===== src/rtl/parlante_pkg.sv =====
// Shared types, widths and the note half-period table for the parlante note sequencer.
package parlante_pkg;

    localparam int NOTE_W = 5;
    localparam int DUR_W  = 11;
    localparam int CONT_W = 29;

    typedef enum logic [1:0] {
        ST_IDLE,
        ST_LOAD,
        ST_PLAY,
        ST_GAP
    } state_t;

    // Half-period count for chromatic note idx (1 = C4 .. 24 = B5); rests return 0.
    function automatic logic [CONT_W-1:0] note_to_cont(input int idx, input int clk_hz);
        real f;
        real c;
        if (idx < 1 || idx > 24) begin
            return '0;
        end
        f = 261.63;
        for (int unsigned i = 1; i < 32'(idx); i++) begin
            f = f * 1.0594630943592953;
        end
        c = real'(clk_hz) / (2.0 * f);
        return CONT_W'($rtoi(c + 0.5));
    endfunction

endpackage


===== src/rtl/parlante_fifo.sv =====
// Synchronous first-word-fall-through FIFO; a push while full is accepted only alongside a pop.
module parlante_fifo
    import parlante_pkg::*;
#(
    parameter int WIDTH = 16,
    parameter int DEPTH = 8
) (
    input  logic                     clk,
    input  logic                     rst_n,
    input  logic                     clr,
    input  logic                     push,
    input  logic                     pop,
    input  logic [WIDTH-1:0]         din,
    output logic [WIDTH-1:0]         dout,
    output logic                     full,
    output logic                     empty,
    output logic [$clog2(DEPTH):0]   level
);

    localparam int AW = $clog2(DEPTH);
    localparam int LW = AW + 1;

    logic [WIDTH-1:0] r_mem [DEPTH];
    logic [AW-1:0]    r_wp;
    logic [AW-1:0]    r_rp;
    logic [LW-1:0]    r_cnt;
    logic             w_do_pop;
    logic             w_do_push;

    assign full      = (r_cnt == LW'(DEPTH));
    assign empty     = (r_cnt == '0);
    assign level     = r_cnt;
    assign dout      = r_mem[r_rp];
    assign w_do_pop  = pop && !empty;
    // When full, the slot being vacated by the head is exactly where the new word lands.
    assign w_do_push = push && (!full || w_do_pop);

    always_ff @(posedge clk) begin
        if (!rst_n || clr) begin
            r_wp  <= '0;
            r_rp  <= '0;
            r_cnt <= '0;
        end else begin
            if (w_do_push) begin
                r_wp <= r_wp + 1'b1;
            end
            if (w_do_pop) begin
                r_rp <= r_rp + 1'b1;
            end
            case ({w_do_push, w_do_pop})
                2'b10:   r_cnt <= r_cnt + 1'b1;
                2'b01:   r_cnt <= r_cnt - 1'b1;
                default: r_cnt <= r_cnt;
            endcase
        end
    end

    always_ff @(posedge clk) begin
        if (w_do_push) begin
            r_mem[r_wp] <= din;
        end
    end

endmodule


===== src/rtl/parlante_seq.sv =====
// Note sequencer: plays queued (note, duration) entries back-to-back into the speaker divider.
module parlante_seq
    import parlante_pkg::*;
#(
    parameter int CLK_HZ     = 100_000_000,
    parameter int FIFO_DEPTH = 8,
    parameter int GAP_MS     = 20
) (
    input  logic                          clk,
    input  logic                          rst_n,
    input  logic                          wr_en,
    input  logic [NOTE_W-1:0]             wr_note,
    input  logic [DUR_W-1:0]              wr_dur,
    input  logic                          stop,
    output logic                          full,
    output logic [$clog2(FIFO_DEPTH):0]   level,
    output logic                          busy,
    output logic                          ovf,
    output logic [CONT_W-1:0]             max_cont,
    output logic                          tone_en
);

    localparam int MS_CYC = CLK_HZ / 1000;
    localparam int PW     = (MS_CYC > 1) ? $clog2(MS_CYC) : 1;
    localparam int LW     = $clog2(FIFO_DEPTH) + 1;

    state_t                    r_state;
    state_t                    w_state_nxt;
    logic [PW-1:0]             r_presc;
    logic [DUR_W-1:0]          r_ms;
    logic [CONT_W-1:0]         r_max_cont;
    logic                      r_tone_en;
    logic                      r_ovf;
    logic [CONT_W-1:0]         w_table [32];
    logic [NOTE_W+DUR_W-1:0]   w_head;
    logic [NOTE_W-1:0]         w_head_note;
    logic [DUR_W-1:0]          w_head_dur;
    logic [CONT_W-1:0]         w_head_cont;
    logic                      w_head_rest;
    logic                      w_empty;
    logic                      w_full;
    logic [LW-1:0]             w_level;
    logic                      w_push;
    logic                      w_pop;
    logic                      w_tick;
    logic                      w_last;

    for (genvar g = 0; g < 32; g++) begin : g_tab
        localparam logic [CONT_W-1:0] C_VAL = note_to_cont(g, CLK_HZ);
        assign w_table[g] = C_VAL;
    end

    parlante_fifo #(
        .WIDTH (NOTE_W + DUR_W),
        .DEPTH (FIFO_DEPTH)
    ) u_fifo (
        .clk   (clk),
        .rst_n (rst_n),
        .clr   (stop),
        .push  (w_push),
        .pop   (w_pop),
        .din   ({wr_note, wr_dur}),
        .dout  (w_head),
        .full  (w_full),
        .empty (w_empty),
        .level (w_level)
    );

    assign w_head_note = w_head[NOTE_W+DUR_W-1:DUR_W];
    assign w_head_dur  = w_head[DUR_W-1:0];
    assign w_head_cont = w_table[w_head_note];
    assign w_head_rest = (w_head_cont == '0);
    assign w_push      = wr_en && !stop;
    assign w_pop       = (r_state == ST_LOAD) && !stop;
    assign w_tick      = (r_presc == PW'(MS_CYC - 1));
    assign w_last      = w_tick && (r_ms == DUR_W'(1));

    assign full     = w_full;
    assign level    = w_level;
    assign busy     = (r_state != ST_IDLE) || !w_empty;
    assign ovf      = r_ovf;
    assign max_cont = r_max_cont;
    assign tone_en  = r_tone_en;

    always_comb begin
        w_state_nxt = r_state;
        case (r_state)
            ST_IDLE: begin
                if (!w_empty) begin
                    w_state_nxt = ST_LOAD;
                end
            end
            ST_LOAD: begin
                if (w_head_dur == '0) begin
                    w_state_nxt = (w_level > LW'(1)) ? ST_LOAD : ST_IDLE;
                end else begin
                    w_state_nxt = ST_PLAY;
                end
            end
            ST_PLAY: begin
                if (w_last) begin
                    if (GAP_MS != 0) begin
                        w_state_nxt = ST_GAP;
                    end else begin
                        w_state_nxt = w_empty ? ST_IDLE : ST_LOAD;
                    end
                end
            end
            ST_GAP: begin
                if (w_last) begin
                    w_state_nxt = w_empty ? ST_IDLE : ST_LOAD;
                end
            end
            default: w_state_nxt = ST_IDLE;
        endcase
    end

    always_ff @(posedge clk) begin
        if (!rst_n) begin
            r_state    <= ST_IDLE;
            r_presc    <= '0;
            r_ms       <= '0;
            r_max_cont <= '0;
            r_tone_en  <= 1'b0;
            r_ovf      <= 1'b0;
        end else if (stop) begin
            r_state   <= ST_IDLE;
            r_presc   <= '0;
            r_ms      <= '0;
            r_tone_en <= 1'b0;
            r_ovf     <= 1'b0;
        end else begin
            r_state <= w_state_nxt;
            if (wr_en && w_full && !w_pop) begin
                r_ovf <= 1'b1;
            end
            case (r_state)
                ST_LOAD: begin
                    r_presc <= '0;
                    if (w_head_dur != '0) begin
                        r_ms      <= w_head_dur;
                        r_tone_en <= !w_head_rest;
                        if (!w_head_rest) begin
                            r_max_cont <= w_head_cont;
                        end
                    end
                end
                // Prescaler restarts on entry to GAP so the gap is whole milliseconds.
                ST_PLAY: begin
                    if (w_last) begin
                        r_tone_en <= 1'b0;
                        r_ms      <= DUR_W'(GAP_MS);
                        r_presc   <= '0;
                    end else if (w_tick) begin
                        r_ms    <= r_ms - 1'b1;
                        r_presc <= '0;
                    end else begin
                        r_presc <= r_presc + 1'b1;
                    end
                end
                ST_GAP: begin
                    if (w_tick) begin
                        r_ms    <= r_ms - 1'b1;
                        r_presc <= '0;
                    end else begin
                        r_presc <= r_presc + 1'b1;
                    end
                end
                default: r_presc <= '0;
            endcase
        end
    end

endmodule


===== config.mk =====
export PLATFORM = sky130hd
export DESIGN_NAME = parlante_seq
export DESIGN_NICKNAME = d
export VERILOG_FILES = /design/src/rtl/parlante_pkg.sv /design/src/rtl/parlante_fifo.sv /design/src/rtl/parlante_seq.sv
export SDC_FILE = /design/constraint.sdc
export NUM_CORES = 1
export LEC_CHECK = 0
export CORE_ASPECT_RATIO = 1.2
export CORE_MARGIN = 4
export CORE_UTILIZATION = 43
export CTS_BUF_LIST = sky130_fd_sc_hd__clkbuf_16
export DETAILED_ROUTE_END_ITERATION = 10
export GPL_ROUTABILITY_DRIVEN = 1
export SYNTH_ARGS = -nofsm -noshare
export SYNTH_HDL_FRONTEND = slang
export SYNTH_SLANG_ARGS = --single-unit
export TNS_END_PERCENT = 30

===== constraint.sdc =====
create_clock -name clk -period 4.2 [get_ports clk]
set_input_delay 1.05 -clock clk [delete_from_list [all_inputs] [get_ports clk]]
set_output_delay 1.05 -clock clk [all_outputs]
set_load 0.01 [all_outputs]

-- Yosys cells after proc, flatten, opt, wreduce, memory -nomap -nowiden
Memory sizes are Yosys's and may differ from the RTL's. A register that Yosys moved wholly into a read port is not among the register bits.
Cells that the tools add are included.
- flip-flop bits (word level): 71
- bits of input ports: 20
- RAM bits: 128
- word-level logic and storage cells: 89
- bits in read-only memories: 928
- output and inout port bits: 37
- memories: 2
- latch bits: 0
- memories (name ; words ; bits a word ; rd ports ; clocked after memory_dff ; write ports ; line ; text):
    (no name shown) ; 32 ; 29 ; 1 ; 0 ; 0 ; parlante_seq.sv:71 ; assign w_head_cont = w_table[w_head_note];
    u_fifo.r_mem ; 8 ; 16 ; 1 ; 1 ; 1 ; parlante_fifo.sv:23 ; logic [WIDTH-1:0] r_mem [DEPTH];
- reduce and logical (&&, ||, !) cells: 30
- multiply operators: 0
- shift-type cells: 0
- equality and inequality tests: 12
- muxes and demuxes: 24
- bitwise gates (word level): 4
- $lt $le $gt $ge: 2
- divide/modulo/power cells: 0
- $add $sub $neg: 6
- operators by type and width (kind ; count):
    29-bit two-way mux ; 2
    17-bit two-way mux ; 2
    17-bit case mux with 2 select lines ; 1
    11-bit two-way mux ; 3
    11-bit case mux with 3 select lines ; 1
    29-bit logical NOT ; 1
    17-bit by 1-bit adder with 17-bit output (second input constant) ; 1
    17-bit == test (second input constant) ; 1
    11-bit by 1-bit == test with 1-bit output (second input constant) ; 1
    11-bit logical NOT ; 1
    11-bit nonzero test ; 1
    11-bit by 1-bit subtractor with 11-bit output (second input constant) ; 1
    2-bit two-way mux ; 4
    2-bit case mux with 4 select lines ; 1
    4-bit case mux with 2 select lines ; 1
    1-bit logical AND ; 7
    3-bit by 1-bit adder with 3-bit output (second input constant) ; 2
    2-bit == test (second input constant) ; 3
    6-bit >= comparator (second input constant) ; 1
    1-bit logical NOT ; 6
    1-bit two-way mux ; 6
    3-bit two-way mux ; 2
    2-bit inequality test (second input constant) ; 3
    5-bit inverter with 6-bit output ; 1
    17 further kinds ; 25

-- Logic depth before layout (Yosys ltp)
Gate-level depths: netlist of run 1.
- depth in word-level cells: 8
- gate-level depth with buffers: 15
- depth with buffers taken out: 12

-- By module
From an unflattened synthesis of run 1, not the netlist that was laid out.
- cell total of the unflattened synthesis: 734
- area, all modules: 9116.2 um^2
- by module, submodules not included (module ; sequential area each (um^2) ; instances ; cells an instance ; area an instance (um^2)):
    parlante_fifo ; 4103.9 ; 1 ; 270 ; 5545.3
    parlante_seq ; 1001.0 ; 1 ; 464 ; 3570.9

-- Least setup slack after synthesis of run 1
Ideal clock, no wire load.
- path kind: in2reg
- start point: input stop
- end point: memory u_fifo.r_mem[0][0], enable pin
- slack: 589 ps
- stages: 5
- buffers on the path: 0
- data arrival time: 3202 ps
- setup time: 409 ps
- cell sequence: or3b_2 > nand2_1 > nand2_1 > or3_1 > nor3_1
- word-level cells in the longest chain between the ends: 7
- elaborated cells between the ends (all ways): 8
- classes of those cells: 2 x mux; 6 x reduce/logical
- RTL lines (element ; line ; text):
    start, declared ; parlante_seq.sv:14 ; input logic stop,
    1-bit logical NOT (*) ; parlante_seq.sv:73, parlante_seq.sv:74 ;
    1-bit logical AND ; parlante_seq.sv:74 ; assign w_pop = (r_state == ST_LOAD) && !stop;
    1-bit logical AND ; parlante_fifo.sv:34 ; assign w_do_pop = pop && !empty;
    1-bit logical OR ; parlante_fifo.sv:36 ; assign w_do_push = push && (!full || w_do_pop);
    1-bit logical AND (*) ; parlante_fifo.sv:36 ;
    1-bit two-way mux (*) ; parlante_fifo.sv:59 ; if (w_do_push) begin
    1-bit two-way mux (implied by the code) (*) ; parlante_fifo.sv:60 ; r_mem[r_wp] <= din;
    end, declared ; parlante_fifo.sv:23 ;
Mark *: on every way between the ends. The rest lies on a longest branch, timed or not.

==> impl_metrics.ini, run 1 <==
[finish]
finish.utilization = 0.503
area_growth_pct = 14.8
diodes = 0
final_cells = 1041
regArea_um2 = 5110
nFillCells = 1753
drive_gt1_frac = 0.144
multi_input_area_um2 = 3480
nNetsFinal = 800

[placement]
place.gp.congestion = 0.877
dp.final_hpwl_um = 12600
port_buffers = 45
dp_cells = 1009

[logic_synthesis]
synthXorXnorAreaFrac = 0.0197
synth_compound_area_frac = 0.0819
synth.mux.area_fraction = 0.135
synth_most_common_cell = edfxtp_1
synth_area_leaders = edfxtp_1 (43%), dfxtp_1 (14%), mux4_2 (8.1%), mux2i_1 (4.2%), nand2_1 (2.9%)
synth_cell_types = 72
synthFlopType = edfxtp_1
syn_area_per_cell_um2 = 12.5
yosysSeqAreaShare = 0.575
synth-async-reset-ratio = 0
yosysWarnings = 0
synth_edf_count = 128
synth_top_area_frac = 0.433
syn_inst = 713
synth_area_um2 = 8880
synth_common_cells = edfxtp_1 (128), nand2_1 (69), nor2_1 (65), dfxtp_1 (63), mux2i_1 (37)
yosysTopAreaCell = edfxtp_1
yosys.area_share.simple = 0.125
ys_ff_latch = 191
synth_top_family_by_area = multiplexers
synth_fa_ha_area_frac = 0.0240

[worst_setup_path]
r2r_cells = 11
crit_type = flip-flop to flip-flop
reg2reg_to = max_cont[14]
crit_path_end = max_cont[14]
cp-end-kind = flip-flop
cp_max_fo = 17
r2r_slack_ns = 0.41
critPathRequiredTime_ns = 4.56
crit_path_start_kind = flip-flop
arrival_ns = 4.15

[clock_network]
cts.sinks = 191
clockBufferDepth = 2
clk_pin_slew_worst_paths_ns = 0.07
htree_levels = 4
tritoncts = built
root_buffer = clkbuf_16
cts_resized = 0
postCtsSetupBuffers = 0
insertion_delay_ns = 0.43
cts_hold_buf = 0
numCtsBuffers = 17

[timing]
rsz0062_at_grt = false
tightest_slew_ns = 0.932
slew_headroom = 0.379
max_freq_ghz = 0.264
skew_ns = 0.0121
finalCriticalPeriod_ns = 3.79
maxSlewViolCount = 0
hold_viol = 0
fin_crit_sh = 0.902
fin_setup_tns_ns = 0
setup_viol = 0

[floorplanning]
top_level_ports = 57
dieHeight_um = 165
start_util = 0.438
dieArea_um2 = 23000
core_area_um2 = 20300
die_w_um = 139
rows = 57

[drt]
drt_pass1_iterations = 5
routed_wl_um = 18800
drt_iter0_drc = 478
viasPerCell = 5.59
wl_per_cell_um = 18.1
vias = 5814
postRouteAntennaNets = 0
drt_drc_violations_left = 0

[grt]
grt_max_degree = 39
grt_usage = 0.167
grt_first_pass_wirelength_um = 30600
grt_overflow_total = 0
grt_pass1_vias = 5742
antenna_found_initial = 0

[min_path]
hp-start = max_cont[15]
hp-class = flip-flop to flip-flop

[run]
max_cap_violations = 0

[pwr]
peakVddDrop_mv = 0.295
p_leak_uw = 0.00344
p_per_area_nw_per_um2 = 372

[outcome]
status = finished, final reports clean
critical path, cell delays in order (launching register included):
cell      delay [ns]
dfxtp_2         0.56
mux4_2          0.58
mux2i_4         0.33
inv_2           0.16
ha_1            0.28
mux2i_2         0.24
nor3b_1         0.25
a211oi_1        0.09
nor4b_2         0.48
a211o_1         0.23
buf_4           0.28
mux2i_1         0.22
metal layers:
metal	part of all wire	vias up	global-route usage	wire length [um]
met5	0	-	0	0
met3	0.039	33	0.0265	724
met4	0.019	0	0.0578	361
li1	-	2749	-	-
met1	0.45	2876	0.219	8480
met2	0.49	156	0.286	9230
worst min path at each step:
| stage | cells past startpoint | endpoint | slack, ns |
|---|---|---|---|
| 3_3_place_gp | 1 | r_presc[0] | 0.44 |
| 4_1_cts | 2 | max_cont[5] | 0.47 |
| 6_report | 2 | max_cont[15] | 0.46 |
| 5_1_grt | 2 | max_cont[5] | 0.48 |
| 3_5_place_dp | 2 | max_cont[9] | 0.46 |
| 2_1_floorplan | 1 | r_presc[0] | 0.43 |
power breakdown:
part / total [uW] / switching (uW) / internal [uW]
Combinational: 208 / 127 / 80.5
Sequential: 2020 / 7.76 / 2020
Clock: 1560 / 769 / 793
layout by cell type (no fill, tap or decap), drive strengths merged, types with 27 or more instances in the layout:
cell and instances:
a21oi 36, clkdlybuf4s50 45, dfxtp 63, edfxtp 128
mux2i 40, mux4 32, nand2 70, nand3 27
nor2 65, o21ai 37
logic make-up after synthesis:
logic type / Yosys count
and+or+nand+nor: 228
DFF: 191
AOI/OAI and AO/OA: 117
muxes: 76
buffers and inverters: 63
xor gates and xnor gates: 20
adders and majority gates: 17
other: 1
per-stage QoR:
stage | setup slack (ns) | cell area, um^2 | hold WS (ns) | power [uW]
after floorplan | 0.589 | 8920 | 0.430 | 2200
after global placement | 0.421 | 9610 | 0.440 | 2270
after detailed placement | 0.393 | 9610 | 0.455 | 2270
after CTS | 0.334 | 10200 | 0.466 | 3820
after global routing | 0.120 | 10200 | 0.479 | 3930
final | 0.410 | 10200 | 0.461 | 3790
flip-flops by register name, indices dropped and copies added, names as in the netlist, named ones only:
| signal | flops |
|---|---|
| tone_en | 1 |
| u_fifo.level | 4 |
| r_ms | 11 |
| u_fifo.r_wp | 3 |
| ovf | 1 |
| r_state | 1 |
| r_presc | 17 |
| max_cont | 18 |
| u_fifo.r_rp | 3 |
| u_fifo.r_mem | 128 |
layout make-up:
cell class / instances / area share
multi-input combinational: 469 / 0.341
clock inverter: 15 / 0.0150
sequential: 191 / 0.501
tap: 265 / 0.0325
clock buffer: 17 / 0.0417
inverter: 15 / 0.00552
timing repair buffer: 69 / 0.0631
Note: power is estimated with default switching activity, not from simulation.
==> run 2, diff against run 1 <==
--- a/config.mk
+++ b/config.mk
@@ -5,7 +5,7 @@
 export SDC_FILE = /design/constraint.sdc
 export NUM_CORES = 1
 export LEC_CHECK = 0
-export CORE_ASPECT_RATIO = 1.2
+export CORE_ASPECT_RATIO = 1.4
 export CORE_MARGIN = 4
 export CORE_UTILIZATION = 43
 export CTS_BUF_LIST = sky130_fd_sc_hd__clkbuf_16
==> run 2 against run 1 <==
Wire length up 3.3%; cell area up 0.21%; global-route usage up 0.76 points; clock power up 9%; critical path depth down 2; non-clock buffer count unchanged; setup slack better by 0.028 ns; sequential share of layout area down 0.10 points; largest cell class unchanged; highest routed layer unchanged.
==> impl_metrics.ini, run 2 (synthesis results as in run 1) <==
[clock_network]
clk_pin_slew_worst_paths_ns = 0.07
insertion_delay_ns = 0.44
cts.sinks = 191
postCtsSetupBuffers = 0
clockBufferDepth = 2
tritoncts = built
htree_levels = 4
numCtsBuffers = 17
cts_hold_buf = 0
cts_resized = 0
root_buffer = clkbuf_16

[placement]
port_buffers = 45
dp.final_hpwl_um = 13000
place.gp.congestion = 0.940

[grt]
antenna_found_initial = 0
grt_overflow_total = 0
grt_usage = 0.175
grt_pass1_vias = 5845
grt_max_degree = 39
grt_first_pass_wirelength_um = 31200

[pwr]
p_leak_uw = 0.00346
finalPower_uw = 3930
p_per_area_nw_per_um2 = 385
peakVddDrop_mv = 0.264

[finish]
final_common_cell = edfxtp_1
top_register = u_fifo.r_mem
diodes = 0
drive_gt1_frac = 0.144
nFillCells = 1737
mostFrequentLayoutCells = edfxtp_1 (128), nand2_1 (69), nor2_1 (65)
nNetsFinal = 800
area_growth_pct = 15.0
largest_reg_flops = 128

[worst_setup_path]
cp_max_fo = 22
crit_path_start_kind = flip-flop
cp-end-kind = flip-flop
critPathRequiredTime_ns = 4.54
r2r_slack_ns = 0.44
r2r_cells = 9
reg2reg_to = r_ms[3]
arrival_ns = 4.10
crit_type = flip-flop to flip-flop

[floorplanning]
rows = 61
dieArea_um2 = 23000
start_util = 0.442
die_w_um = 129
dieHeight_um = 178
core_area_um2 = 20100
top_level_ports = 57

[timing]
maxSlewViolCount = 0
max_freq_ghz = 0.266
slew_headroom = 0.386
finalCriticalPeriod_ns = 3.76
fin_setup_tns_ns = 0
tightest_slew_ns = 0.920
timing.hold.ws_ns = 0.459
skew_ns = 0.0228
fin_crit_sh = 0.896
setup_viol = 0
rsz0062_at_grt = false
hold_viol = 0

[drt]
routed_wl_um = 19400
drt_pass1_iterations = 5
drt_drc_violations_left = 0
wl_per_cell_um = 18.9
vias = 5854
postRouteAntennaNets = 0
drt_iter0_drc = 397
viasPerCell = 5.69

[run]
max_cap_violations = 0

[min_path]
hp-class = flip-flop to flip-flop
holdPathEnd = max_cont[5]
hold_depth = 2
hp-start = max_cont[5]

[outcome]
status = finished, final reports clean
run 2: layer usage:
metal / routed length (um) / up-vias / GRT usage
li1: - / 2748 / -
met1: 8030 / 2870 / 0.222
met2: 10000 / 200 / 0.300
met3: 899 / 36 / 0.0270
met4: 464 / 0 / 0.0680
met5: 0 / - / 0
run 2: cell type report:
cell class                      count  area (um^2)  area share
Clock inverter                     15          205      0.0201
Clock buffer                       17          425      0.0417
Timing Repair Buffer               69          631      0.0617
Inverter                           15         56.3     0.00551
Sequential cell                   191         5110       0.500
Multi-Input combinational cell    469         3470       0.340
Tap cell                          252          315      0.0309
run 2: worst max path at each step:
stage,from,to,slack [ns],depth (start not counted)
2_1_floorplan,stop,u_fifo.r_mem[0][0],0.59,5
3_3_place_gp,stop,u_fifo.level[3],0.44,8
3_5_place_dp,flip-flop,max_cont[6],0.41,10
4_1_cts,flip-flop,max_cont[6],0.32,10
5_1_grt,flip-flop,max_cont[10],0.14,10
6_report,flip-flop,r_ms[3],0.44,9
run 2: metrics by stage:
step                       util  setup slack (ns)  cells  instance area [um^2]
after CTS                 0.509             0.324   1028                 10200
after global placement    0.477             0.438    996                  9580
final                     0.509             0.438   1028                 10200
after global routing      0.509             0.140   1028                 10200
after floorplan               -             0.589    723                  8920
after detailed placement  0.477             0.410    996                  9580
run 2: report_power, final:
part	switching (uW)	internal [uW]	leakage (uW)	total [uW]
Combinational	129	79.3	0.00148	209
Sequential	7.79	2020	0.00166	2020
Clock	821	876	0.000308	1700
run 2: critical path, stage by stage, from the launching register on:
cell	delay (ns)
dfxtp_2	0.56
buf_4	0.47
mux4_2	0.63
nor4_1	0.27
nand3_1	0.12
o41ai_1	0.53
a21bo_2	0.25
nor2b_1	0.48
o21ai_0	0.18
a21oi_1	0.16
==> run 3, diff against run 2 <==
--- a/config.mk
+++ b/config.mk
@@ -11,7 +11,9 @@
 export CTS_BUF_LIST = sky130_fd_sc_hd__clkbuf_16
 export DETAILED_ROUTE_END_ITERATION = 10
 export GPL_ROUTABILITY_DRIVEN = 1
+export SKIP_LAST_GASP = 1
 export SYNTH_ARGS = -nofsm -noshare
 export SYNTH_HDL_FRONTEND = slang
+export SYNTH_HIERARCHICAL = 1
 export SYNTH_SLANG_ARGS = --single-unit
 export TNS_END_PERCENT = 30
==> run 3 against run 2 <==
Non-clock buffer count is 2 lower; hold slack worse by 0.021 ns; via count is 4.9% higher; clock skew is 0.0092 ns lower; clock-buffer cell count stayed put; global-route usage is 0.32 points higher; critical path type unchanged; critical endpoint is now r_ms[2]; highest routed layer unchanged.
==> impl_metrics.ini, run 3 <==
[timing]
timing.hold.ws_ns = 0.438
maxSlewViolCount = 0
skew_ns = 0.0136
tightest_slew_ns = 0.788
fin_crit_sh = 0.880
rsz0062_at_grt = false
fin_setup_tns_ns = 0
max_freq_ghz = 0.271
slew_headroom = 0.470
finalCriticalPeriod_ns = 3.69
setup_viol = 0
hold_viol = 0

[drt]
viasPerCell = 5.89
wl_per_cell_um = 19.7
drt_iter0_drc = 501
postRouteAntennaNets = 0
drt_pass1_iterations = 5
drt_drc_violations_left = 0
vias = 6140
routed_wl_um = 20500

[logic_synthesis]
synthFlopType = edfxtp_1
synth_area_leaders = edfxtp_1 (42%), dfxtp_1 (14%), mux4_2 (8.2%), nand3_1 (2.5%), nor2_1 (2.4%)
yosysTopAreaCell = edfxtp_1
yosysSeqAreaShare = 0.560
synth-async-reset-ratio = 0
ys_ff_latch = 191
synth_most_common_cell = edfxtp_1
synth_common_cells = edfxtp_1 (128), dfxtp_1 (63), nor2_1 (58), nand3_1 (46), nand2_1 (37)
yosysWarnings = 6
synth_cell_types = 76
synth_area_um2 = 9120
syn_area_per_cell_um2 = 12.4
syn_inst = 734
synth_edf_count = 128
synth_top_area_frac = 0.422

[worst_setup_path]
cp_max_fo = 22
r2r_slack_ns = 0.51
r2r_cells = 8
crit_type = flip-flop to flip-flop
arrival_ns = 4.05
crit_path_start_kind = flip-flop
cp-end-kind = flip-flop
path_cells = buf_4, mux4_2, mux2_2, or4_1, o31ai_2, nand2b_1, o21ai_0, a311oi_1
cpMaxStageDelayCell = or4_1
critPathRequiredTime_ns = 4.56
cpPeakStageDelay_ns = 0.65
critical_path.top_delay_family = simple AND/OR/NAND/NOR gates
reg2reg_to = r_ms[2]
path_buf_inv = 1

[grt]
grt_first_pass_wirelength_um = 33100
grt_max_degree = 41
grt_overflow_total = 0
grt_pass1_vias = 6138
grt_usage = 0.178
antenna_found_initial = 0

[placement]
port_buffers = 45
dp.final_hpwl_um = 13900
place_area_um2 = 9820
place.gp.congestion = 0.887
dp_cells = 1010

[finish]
area_growth_pct = 14.4
top_register = u_fifo/r_mem
finish.utilization = 0.504
diodes = 0
nNetsFinal = 809
stdcell_area_um2 = 10400
final_cells = 1042
largest_reg_flops = 128
drive_gt1_frac = 0.158
final_common_cell = edfxtp_1
mostFrequentLayoutCells = edfxtp_1 (128), dfxtp_1 (62), nor2_1 (58)

[clock_network]
clockBufferDepth = 2
cts_resized = 0
numCtsBuffers = 17
htree_levels = 4
tritoncts = built
postCtsSetupBuffers = 0
root_buffer = clkbuf_16
insertion_delay_ns = 0.44
cts.sinks = 191
cts_hold_buf = 0
clk_pin_slew_worst_paths_ns = 0.08

[floorplanning]
die_w_um = 131
core_area_um2 = 20700
rows = 62
top_level_ports = 57
start_util = 0.440
dieArea_um2 = 23600
dieHeight_um = 180

[pwr]
p_leak_uw = 0.00333
p_per_area_nw_per_um2 = 367
peakVddDrop_mv = 0.325

[min_path]
hp-start = r_presc[0]
holdPathEnd = r_presc[0]
hold_depth = 1
hp-class = flip-flop to flip-flop

[outcome]
status = finished, final reports clean

[run]
max_cap_violations = 0
run 3: cell types whose count changed after synthesis, sizes merged, moves of 7 or more:
cell / previous run / this run
nand2: 70 / 37
mux2i: 40 / 10
o211ai: 5 / 27
a21oi: 36 / 16
nand3: 27 / 46
o21ai: 37 / 21
nand2b: 5 / 18
mux2: 4 / 16
a31oi: 2 / 11
clkbuf: 17 / 24
nor2b: 3 / 10
nor3: 9 / 16
run 3: worst max path at each step:
stage | startpoint | to | slack [ns] | cells after the start
floorplan | stop | u_fifo/r_mem[0][0] | 0.20 | 5
global placement | flip-flop | r_ms[2] | 0.54 | 8
finish | flip-flop | r_ms[2] | 0.51 | 8
CTS | flip-flop | r_ms[2] | 0.48 | 8
detailed placement | flip-flop | r_ms[2] | 0.46 | 8
global route | flip-flop | r_ms[2] | 0.25 | 8
run 3: metal layers:
| layer | track usage | wire length [um] | vias to the layer above |
|---|---|---|---|
| li1 | - | - | 2869 |
| met3 | 0.0347 | 820 | 32 |
| met2 | 0.294 | 10300 | 167 |
| met1 | 0.234 | 8980 | 3072 |
| met5 | 0 | 0 | - |
| met4 | 0.0597 | 380 | 0 |
run 3: worst register-to-register path, cell delays in order, from the launching register on:
cell and delay (ns):
dfxtp_1 0.63, buf_4 0.41, mux4_2 0.36, mux2_2 0.30, or4_1 0.65, o31ai_2 0.44, nand2b_1 0.44, o21ai_0 0.14
a311oi_1 0.25
run 3: metrics by stage:
stage                     power (uW)  setup WS [ns]
after floorplan                 2190          0.198
after global placement          2250          0.544
after detailed placement        2250          0.460
after CTS                       3860          0.484
after global routing            3960          0.249
final                           3830          0.506
run 3: cell families (layout without fill, tap and decap cells):
group                      count (synthesis)  count (layout)  synth area share
xor gates and xnor gates                  23              23            0.0221
AOI/OAI and AO/OA                        127             127             0.102
muxes                                     59              59             0.112
buffers and inverters                     73             115            0.0402
and+or+nand+nor                          244             244             0.140
other                                      1              11          0.000411
adders and majority gates                 16              16            0.0228
DFF                                      191             191             0.560
run 3: final cells by class:
class / count / area (um^2)
fillers: 1722 / 10300
flip-flops and latches: 191 / 5110
multi-input cells: 480 / 3710
repair buffers: 67 / 628
clock buffers: 17 / 425
well taps: 256 / 320
clock inverters: 15 / 181
inverters: 16 / 60.1
run 3: report_power, final:
part / internal [uW] / switching, uW
Combinational: 73.2 / 117
Sequential: 2010 / 6.26
Clock: 808 / 812
Total: 2890 / 935
